--- src/rtl/params_pkg.sv ---
// params_pkg -- shared memory-stage types and constants.
//   mem_op_t       : memory-stage operation carried down the pipeline
//   axil_state_t   : AXI-Lite master controller states
//   axil_req_t     : latched address/data of the access in flight
//   AXIL_RESP_OKAY : AXI-Lite OKAY response code
//   AXIL_TIMEOUT_DEFAULT : default per-transaction cycle budget
package params_pkg;

  typedef enum logic [1:0] {
    MEM_NONE = 2'd0,
    MEM_LW   = 2'd1,
    MEM_SW   = 2'd2,
    MEM_LBU  = 2'd3
  } mem_op_t;

  typedef enum logic [2:0] {
    AXIL_IDLE    = 3'd0,
    AXIL_WR_REQ  = 3'd1,
    AXIL_WR_RESP = 3'd2,
    AXIL_RD_REQ  = 3'd3,
    AXIL_RD_RESP = 3'd4,
    AXIL_DONE    = 3'd5
  } axil_state_t;

  typedef struct packed {
    logic [31:0] addr;
    logic [31:0] data;
  } axil_req_t;

  localparam logic [1:0] AXIL_RESP_OKAY       = 2'b00;
  localparam int         AXIL_TIMEOUT_DEFAULT = 256;

endpackage

--- src/rtl/axil_master_ctrl_if.sv ---
// axil_master_ctrl_if -- AXI-Lite (32-bit) bus bundle.
//   master modport : drives AW/W/AR valid+payload, BREADY, RREADY
//   slave  modport : drives AW/W/AR ready, B/R valid+response+data
interface axil_master_ctrl_if;
  logic        awvalid, awready;
  logic [31:0] awaddr;
  logic        wvalid, wready;
  logic [31:0] wdata;
  logic [3:0]  wstrb;
  logic        bvalid, bready;
  logic [1:0]  bresp;
  logic        arvalid, arready;
  logic [31:0] araddr;
  logic        rvalid, rready;
  logic [31:0] rdata;
  logic [1:0]  rresp;

  modport master (
    output awvalid, awaddr, wvalid, wdata, wstrb, bready, arvalid, araddr, rready,
    input  awready, wready, bvalid, bresp, arready, rvalid, rdata, rresp
  );

  modport slave (
    input  awvalid, awaddr, wvalid, wdata, wstrb, bready, arvalid, araddr, rready,
    output awready, wready, bvalid, bresp, arready, rvalid, rdata, rresp
  );
endinterface

--- src/rtl/axil_master_ctrl.sv ---
// axil_master_ctrl -- memory-stage AXI-Lite master for routed LW/SW accesses.
// Ports:
//   clk, rst_n  : clock, asynchronous active-low reset
//   axil_en     : routed AXI-Lite access request (from mem_router)
//   mem_op      : memory-stage op; only MEM_LW / MEM_SW start an access
//   axil_addr   : routed address
//   store_data  : SW data
//   stall       : hold the pipeline while an access is pending
//   load_data   : LW result (held until the next access completes)
//   done        : one-cycle completion pulse
//   axil_err    : SLVERR/DECERR or timeout on the completed access
//   axil        : AXI-Lite master bus
module axil_master_ctrl
  import params_pkg::*;
#(
  parameter int TIMEOUT_CYCLES = AXIL_TIMEOUT_DEFAULT
) (
  input  logic                 clk,
  input  logic                 rst_n,
  input  logic                 axil_en,
  input  mem_op_t              mem_op,
  input  logic [31:0]          axil_addr,
  input  logic [31:0]          store_data,
  output logic                 stall,
  output logic [31:0]          load_data,
  output logic                 done,
  output logic                 axil_err,
  axil_master_ctrl_if.master   axil
);

  localparam int               CNT_W    = $clog2(TIMEOUT_CYCLES) + 1;
  localparam logic [CNT_W-1:0] CNT_LAST = CNT_W'(TIMEOUT_CYCLES - 1);

  axil_state_t      state, state_n;
  axil_req_t        req_q, req_n;
  logic             aw_done, aw_done_n, w_done, w_done_n;
  logic [31:0]      load_q, load_n;
  logic             err_q, err_n;
  logic [CNT_W-1:0] cnt, cnt_n;
  logic             accept_sw, accept_lw, busy, timeout, aw_hs, w_hs;

  assign accept_sw = axil_en && (mem_op == MEM_SW);
  assign accept_lw = axil_en && (mem_op == MEM_LW);
  assign busy      = state inside {AXIL_WR_REQ, AXIL_WR_RESP, AXIL_RD_REQ, AXIL_RD_RESP};
  assign timeout   = (cnt == CNT_LAST);

  // Bus outputs are decoded from state plus the per-channel done flags, so
  // a VALID can only fall on its own handshake, on completion or on timeout.
  assign axil.awvalid = (state == AXIL_WR_REQ) && !aw_done;
  assign axil.wvalid  = (state == AXIL_WR_REQ) && !w_done;
  assign axil.awaddr  = req_q.addr;
  assign axil.wdata   = req_q.data;
  assign axil.wstrb   = 4'hF;
  assign axil.bready  = (state == AXIL_WR_RESP);
  assign axil.arvalid = (state == AXIL_RD_REQ);
  assign axil.araddr  = req_q.addr;
  assign axil.rready  = (state == AXIL_RD_RESP);

  assign aw_hs = axil.awvalid && axil.awready;
  assign w_hs  = axil.wvalid && axil.wready;

  // Stall must rise in the very cycle the request is presented.
  assign stall     = ((state == AXIL_IDLE) && (accept_sw || accept_lw)) || busy;
  assign done      = (state == AXIL_DONE);
  assign load_data = load_q;
  assign axil_err  = err_q;

  always_ff @(posedge clk or negedge rst_n) begin
    if (!rst_n) begin
      state   <= AXIL_IDLE;
      req_q   <= '0;
      aw_done <= 1'b0;
      w_done  <= 1'b0;
      load_q  <= '0;
      err_q   <= 1'b0;
      cnt     <= '0;
    end else begin
      state   <= state_n;
      req_q   <= req_n;
      aw_done <= aw_done_n;
      w_done  <= w_done_n;
      load_q  <= load_n;
      err_q   <= err_n;
      cnt     <= cnt_n;
    end
  end

  always_comb begin
    state_n   = state;
    req_n     = req_q;
    aw_done_n = aw_done;
    w_done_n  = w_done;
    load_n    = load_q;
    err_n     = err_q;
    cnt_n     = cnt;

    // Saturating cycle counter; it only matters while the bus is busy.
    if (busy && !(&cnt)) cnt_n = cnt + CNT_W'(1);

    case (state)
      AXIL_IDLE: begin
        if (accept_sw) begin
          req_n.addr = axil_addr;
          req_n.data = store_data;
          aw_done_n  = 1'b0;
          w_done_n   = 1'b0;
          cnt_n      = '0;
          state_n    = AXIL_WR_REQ;
        end else if (accept_lw) begin
          req_n.addr = axil_addr;
          cnt_n      = '0;
          state_n    = AXIL_RD_REQ;
        end
      end
      AXIL_WR_REQ: begin
        aw_done_n = aw_done || aw_hs;
        w_done_n  = w_done || w_hs;
        if (timeout) begin
          err_n   = 1'b1;
          load_n  = '0;
          state_n = AXIL_DONE;
        end else if (aw_done_n && w_done_n) begin
          state_n = AXIL_WR_RESP;
        end
      end
      AXIL_WR_RESP: begin
        // A response arriving in the last allowed cycle still counts.
        if (axil.bvalid) begin
          err_n   = (axil.bresp != AXIL_RESP_OKAY);
          state_n = AXIL_DONE;
        end else if (timeout) begin
          err_n   = 1'b1;
          load_n  = '0;
          state_n = AXIL_DONE;
        end
      end
      AXIL_RD_REQ: begin
        if (timeout) begin
          err_n   = 1'b1;
          load_n  = '0;
          state_n = AXIL_DONE;
        end else if (axil.arready) begin
          state_n = AXIL_RD_RESP;
        end
      end
      AXIL_RD_RESP: begin
        if (axil.rvalid) begin
          load_n  = axil.rdata;
          err_n   = (axil.rresp != AXIL_RESP_OKAY);
          state_n = AXIL_DONE;
        end else if (timeout) begin
          err_n   = 1'b1;
          load_n  = '0;
          state_n = AXIL_DONE;
        end
      end
      AXIL_DONE: state_n = AXIL_IDLE;
      default:   state_n = AXIL_IDLE;
    endcase
  end

endmodule

--- src/flat_wrapper.sv ---
// flat-port wrapper written by rule: the top's interface ports become plain ports
module axil_master_ctrl_flat import params_pkg::*;
#(
  parameter int TIMEOUT_CYCLES = AXIL_TIMEOUT_DEFAULT
)
  (clk, rst_n, axil_en, mem_op, axil_addr, store_data, stall, load_data, done, axil_err, axil_awvalid, axil_awaddr, axil_wvalid, axil_wdata, axil_wstrb, axil_bready, axil_arvalid, axil_araddr, axil_rready, axil_awready, axil_wready, axil_bvalid, axil_bresp, axil_arready, axil_rvalid, axil_rdata, axil_rresp);
  axil_master_ctrl_if axil_i ();
  input  logic clk;
  input  logic rst_n;
  input  logic axil_en;
  input  mem_op_t mem_op;
  input  logic [31:0] axil_addr;
  input  logic [31:0] store_data;
  output logic stall;
  output logic [31:0] load_data;
  output logic done;
  output logic axil_err;
  output wire logic [$bits(axil_i.awvalid)-1:0] axil_awvalid;
  output wire logic [$bits(axil_i.awaddr)-1:0] axil_awaddr;
  output wire logic [$bits(axil_i.wvalid)-1:0] axil_wvalid;
  output wire logic [$bits(axil_i.wdata)-1:0] axil_wdata;
  output wire logic [$bits(axil_i.wstrb)-1:0] axil_wstrb;
  output wire logic [$bits(axil_i.bready)-1:0] axil_bready;
  output wire logic [$bits(axil_i.arvalid)-1:0] axil_arvalid;
  output wire logic [$bits(axil_i.araddr)-1:0] axil_araddr;
  output wire logic [$bits(axil_i.rready)-1:0] axil_rready;
  input wire logic [$bits(axil_i.awready)-1:0] axil_awready;
  input wire logic [$bits(axil_i.wready)-1:0] axil_wready;
  input wire logic [$bits(axil_i.bvalid)-1:0] axil_bvalid;
  input wire logic [$bits(axil_i.bresp)-1:0] axil_bresp;
  input wire logic [$bits(axil_i.arready)-1:0] axil_arready;
  input wire logic [$bits(axil_i.rvalid)-1:0] axil_rvalid;
  input wire logic [$bits(axil_i.rdata)-1:0] axil_rdata;
  input wire logic [$bits(axil_i.rresp)-1:0] axil_rresp;
  assign axil_awvalid = axil_i.awvalid;
  assign axil_awaddr = axil_i.awaddr;
  assign axil_wvalid = axil_i.wvalid;
  assign axil_wdata = axil_i.wdata;
  assign axil_wstrb = axil_i.wstrb;
  assign axil_bready = axil_i.bready;
  assign axil_arvalid = axil_i.arvalid;
  assign axil_araddr = axil_i.araddr;
  assign axil_rready = axil_i.rready;
  assign axil_i.awready = axil_awready;
  assign axil_i.wready = axil_wready;
  assign axil_i.bvalid = axil_bvalid;
  assign axil_i.bresp = axil_bresp;
  assign axil_i.arready = axil_arready;
  assign axil_i.rvalid = axil_rvalid;
  assign axil_i.rdata = axil_rdata;
  assign axil_i.rresp = axil_rresp;
  axil_master_ctrl #(.TIMEOUT_CYCLES(TIMEOUT_CYCLES)) u_core (.clk(clk), .rst_n(rst_n), .axil_en(axil_en), .mem_op(mem_op), .axil_addr(axil_addr), .store_data(store_data), .stall(stall), .load_data(load_data), .done(done), .axil_err(axil_err), .axil(axil_i));
endmodule
--- config.mk ---
export PLATFORM = sky130hd
export DESIGN_NAME = axil_master_ctrl_flat
export DESIGN_NICKNAME = d
export VERILOG_FILES = /design/src/rtl/params_pkg.sv /design/src/rtl/axil_master_ctrl_if.sv /design/src/rtl/axil_master_ctrl.sv /design/src/flat_wrapper.sv
export SDC_FILE = /design/constraint.sdc
export NUM_CORES = 1
export LEC_CHECK = 0
export CAP_MARGIN = 0
export CORE_ASPECT_RATIO = 0.9
export CORE_MARGIN = 5
export CORE_UTILIZATION = 40
export CTS_CLUSTER_SIZE = 25
export DETAILED_ROUTE_END_ITERATION = 10
export PLACE_DENSITY = 0.8
export SYNTH_ARGS = -nofsm -noshare
export SYNTH_HDL_FRONTEND = slang
export SYNTH_SLANG_ARGS = --single-unit
export TNS_END_PERCENT = 20
--- constraint.sdc ---
create_clock -name clk -period 4.6 [get_ports clk]
set_input_delay 0.92 -clock clk [delete_from_list [all_inputs] [get_ports clk]]
set_output_delay 0.92 -clock clk [all_outputs]
set_load 0.03 [all_outputs]
Word-level counts from Yosys, hierarchy flattened
Cells that the tools add are included.
{"block": "word_totals", "out_inout_bits": 140, "word_cells": 79, "register_bits": 111, "input_bits": 110}
{"block": "op_classes", "muxes": 27, "reduce_logical": 30, "n_eq_ne": 13, "n_addsub": 1}
{"operator": "32-bit 2-to-1 mux", "n": 5}
{"operator": "32-bit one-hot mux with 3 select lines", "n": 1}
{"operator": "9-bit 2-to-1 mux", "n": 4}
{"operator": "3-bit 2-to-1 mux", "n": 9}
{"operator": "3-bit one-hot mux with 5 select lines", "n": 1}
{"operator": "9-bit by 1-bit adder with 9-bit output, second input constant", "n": 1}
{"operator": "9-bit by 8-bit equality test with 1-bit output, second input constant", "n": 1}
{"operator": "1-bit logical AND", "n": 9}
{"operator": "9-bit AND reduction", "n": 1}
{"operator": "2-bit AND reduction", "n": 4}
{"operator": "2-bit nonzero test", "n": 4}
{"operator": "3-bit by 2-bit equality test with 1-bit output, second input constant", "n": 2}
{"operator": "3-bit equality test, second input constant", "n": 2}
{"operator": "3-bit by 1-bit inequality test with 1-bit output, second input constant", "n": 2}
{"operator": "1-bit logical OR", "n": 4}
{"operator": "1-bit 2-to-1 mux", "n": 4}
{"operator": "1-bit one-hot mux with 2 select lines", "n": 2}
{"operator": "4-bit nonzero test", "n": 1}
{"operator": "3-bit by 1-bit equality test with 1-bit output, second input constant", "n": 1}
{"operator": "1-bit logical NOT", "n": 3}
{"operator": "3-bit logical NOT", "n": 1}
{"operator": "3-bit by 2-bit inequality test with 1-bit output, second input constant", "n": 1}
{"operator": "1-bit one-hot mux with 3 select lines", "n": 1}
{"operator": "3-bit AND reduction", "n": 1}
{"operator": "6 further kinds", "n": 6}

Longest topological paths before layout
{"block": "depth", "ltp_word": 8, "ltp_mapped": 9, "depth_no_buf": 8}

Least setup slack after synthesis
OpenSTA, ideal clock, no wires.
{"block": "synth_path", "path_type": "input to output", "from": "input mem_op[1]", "to": "output stall", "n_path_buf": 2, "t_required_ns": 3.680, "arrival_time_ns": 1.929, "slack_ns": 1.751, "path_stages": 5, "path_cell_list": "xor2_1 nand3_1 buf_2 buf_2 o21ai_0"}
{"block": "synth_via", "elab_chain_cells": 5, "word_cells_on_any_way": 7, "classes_between": "eq/ne (2); reduce/logical (5)"}
{"item": "start: declaration", "line_no": "flat_wrapper.sv:11", "source": "input mem_op_t mem_op;"}
{"item": "2-bit equality test or 2-bit by 1-bit equality test with 1-bit output (tied branches)", "line_no": "axil_master_ctrl.sv:42, axil_master_ctrl.sv:43"}
{"item": "1-bit logical AND, on equally long branches", "line_no": "axil_master_ctrl.sv:42, axil_master_ctrl.sv:43"}
{"item": "1-bit logical OR (*)", "line_no": "axil_master_ctrl.sv:63", "source": "assign stall = ((state == AXIL_IDLE) && (accept_sw || accept_lw)) || busy;"}
{"item": "1-bit logical AND (*)", "line_no": "axil_master_ctrl.sv:63"}
{"item": "1-bit logical OR (*)", "line_no": "axil_master_ctrl.sv:63"}
{"item": "end: declaration", "line_no": "flat_wrapper.sv:14", "source": "output logic stall;"}
Every way passes the cells marked *; elsewhere a longest branch is shown, timed or not.

Final worst setup path
Ends and elaborated chain as after synthesis.

==> impl_metrics.yaml <==
finish:
  drive_above_1_share_pct: 9.08
  antenna_cells: 0
  area_growth_pct: 51.1
  stdcell_count: 799
  final_util_pct: 61.9
  layout.nets: 749
placement:
  dp_slack_ns: 1.18
  place_inst: 784
  io_buffers: 245
  routabilityCongestion: 0.799
  dp_hpwl_um: 10400
drt:
  ant_nets: 0
  drt-vias-per-instance: 4.91
  wire_per_inst_um: 16.9
  drt-pass1-iter-count: 5
  wl_met3_um: 1010
  wl_met2_um: 6670
  wirelength_um: 13500
  drtIter0Drc: 211
  top_layer_used: "met4"
  dr_total_vias: 3923
  drcViolationCount: 0
  m1WireLength_um: 5650
sta:
  hold_slack_ns: 0.488
  finalSetupViolCount: 0
  fmax_mhz: 290
  finClkSkew_ns: 0.00456
  period_minus_slack_ns: 3.44
  maxSlewViolCount: 0
  worstMarginPinSlew_ns: 1.30
  setup-tns-final_ns: 0
  max-slew-margin-rel_pct: 13.0
  finalCritPeriodShare_pct: 74.9
  hold_viol_final: 0
  rsz0062_at_grt: "false"
  fin_ws_ns: 1.16
cts:
  postCtsSetupRepairBufs: 0
  cts_made_buffers: 9
  hold_buffers: 0
  clkSinkCount: 111
  cts_resized: 0
  cts_tree: "done"
  h-tree-depth: 3
  clk_latency_ns: 0.33
  clk_path_buf_depth: 2
  ctsRootBufferMaster: "clkbuf_16"
  clkTransAtPathRegs_ns: 0.06
critical_path:
  path_class: "in -> out"
  endpoint: "stall"
  crit_slowest_cell: "clkdlybuf4s50_1"
  arrival_ns: 2.52
  path_max_fanout: 38
  startpoint_type: "input pin"
  crit_path_start: "mem_op[1]"
  r2r_slack_ns: 2.13
  cp_cell_sequence: "clkdlybuf4s50_1 > xor2_1 > nand3_1 > buf_4 > o21ai_0 > buf_12"
  worstPathRequired_ns: 3.68
  reg2regPathDepth: 4
  reg2reg_from: "u_core.state[0]"
  r2r-end: "u_core.axil.araddr[7]"
  slowest_delay_ns: 0.45
  end_kind: "primary output"
flow_run:
  drv_cap: 0
grt:
  grt_pass1_wl_um: 21200
  grt_overflow: 0
  antenna_found_initial: 0
  grt_pass1_vias: 4058
  grt_usage_pct: 17.9
  grt_max_degree: 73
floorplanning:
  coreArea_um2: 12100
  die_x_um: 127
  design.die.area_um2: 14700
  start_util_pct: 40.9
  fp.dieH_um: 115
  io_pins: 250
  rows: 38
logic_synthesis:
  yosysSeqAreaShare_pct: 56.2
  synth_top_cell_by_area: "dfrtp_1"
  syn_area_um2: 4940
  syn_area_per_cell_um2: 11.4
  synth_commonest_cells: "dfrtp_1, nand2_1, buf_4, a22o_1, mux2_2"
  yosysWarnings: 0
  synth.most_common_cell: "dfrtp_1"
  synth_top_area_share_pct: 56.2
  synth_cell_types: 49
  syn_inst: 435
  ys.flop_type: "dfrtp_1"
  ys_ff_latch: 111
  synth_area_leaders: "dfrtp_1, nand2_1, mux2_2, buf_4, a22o_1"
  async_reset_ff_share_pct: 100
  synth_edf_count: 0
pwr:
  p_per_area_nw_per_um2: 779
  ir_drop_uv: 517
  p_leak_nw: 3.36
hold_path:
  hold_depth: 1
  worstHoldStart: "u_core.cnt[6]"
  min_path_type: "reg -> reg"
outcome:
  status: "finished clean"
-- cell families after synthesis --
family,Yosys count,synth area share [%]
adder cells (fa/ha/maj),4,1.01
AND/OR/NAND/NOR,150,13.7
other,1,0.0758
AO/OA/AOI/OAI,62,10.4
XOR/XNOR,3,0.531
multiplexers,36,8.10
flip-flops,111,56.2
buffers and inverters,68,9.97
-- cells in the final DEF, fill, tap and decap left out, drive strengths merged, types with 2 or more instances in the layout --
cell type | synthesis | routed
buf | 59 | 4
xor2 | 2 | 2
conb | 1 | 4
o211ai | 4 | 4
a22o | 32 | 32
inv | 7 | 8
ha | 4 | 4
a211oi | 2 | 2
mux2 | 32 | 32
and3 | 2 | 2
o31ai | 2 | 2
o21a | 2 | 2
dfrtp | 111 | 111
o21ai | 3 | 3
a21oi | 8 | 8
mux2i | 4 | 4
clkdlybuf4s50 | 0 | 243
nand2 | 106 | 106
nand3 | 4 | 4
clkbuf | 2 | 11
nand4 | 3 | 3
nor2 | 14 | 14
clkinv | 0 | 2
nor3b | 4 | 4
nor3 | 9 | 9
-- layout make-up --
class                           instances  area [um^2]
Inverter                                7         26.3
Clock buffer                           11          253
Tap cell                              160          200
Clock inverter                          4         52.6
Timing Repair Buffer                  247         2470
Sequential cell                       111         2780
Multi-Input combinational cell        259         1690
Fill cell                             964         4610
-- registers in the layout, summed over array words and instances, names as in the netlist --
| register | cells |
|---|---|
| u_core.state | 3 |
| u_core.axil.wdata | 32 |
| u_core.cnt | 9 |
| u_core.load_data | 32 |
| u_core.aw_done | 1 |
| u_core.axil_err | 1 |
| u_core.w_done | 1 |
| u_core.axil.araddr | 32 |
-- worst max-delay path: cells and delay by family --
family / cells / cell delay (ns)
AND/OR/NAND/NOR: 1 / 0.11
XOR/XNOR: 1 / 0.22
AO/OA/AOI/OAI: 1 / 0.26
buffers and inverters: 3 / 1.01
-- power breakdown --
group          switching, W  total (W)  internal [W]
registers          0.000364    0.00179       0.00143
clock network      0.000332   0.000783      0.000451
logic               0.00182    0.00325       0.00143
-- routing by layer --
layer  up-vias  track usage (%)
li1       1841                -
met1      1891             23.1
met2       176             30.1
met3        15             4.38
met4         0             5.08
met5         -                0
-- worst min path at each step --
stage	endpoint	slack (ns)
floorplan	u_core.cnt[6]	0.44
global placement	u_core.cnt[6]	0.46
detailed placement	u_core.cnt[7]	0.48
CTS	u_core.cnt[7]	0.49
global route	u_core.load_data[25]	0.51
finish	u_core.cnt[6]	0.49
-- per-stage QoR --
step	total power, W	cell area (um^2)
after floorplan	0.00381	4960
after global placement	0.00500	7160
after detailed placement	0.00508	7160
after CTS	0.00588	7470
after global routing	0.00613	7470
final	0.00582	7470
Power figures use the tool's default switching activity.
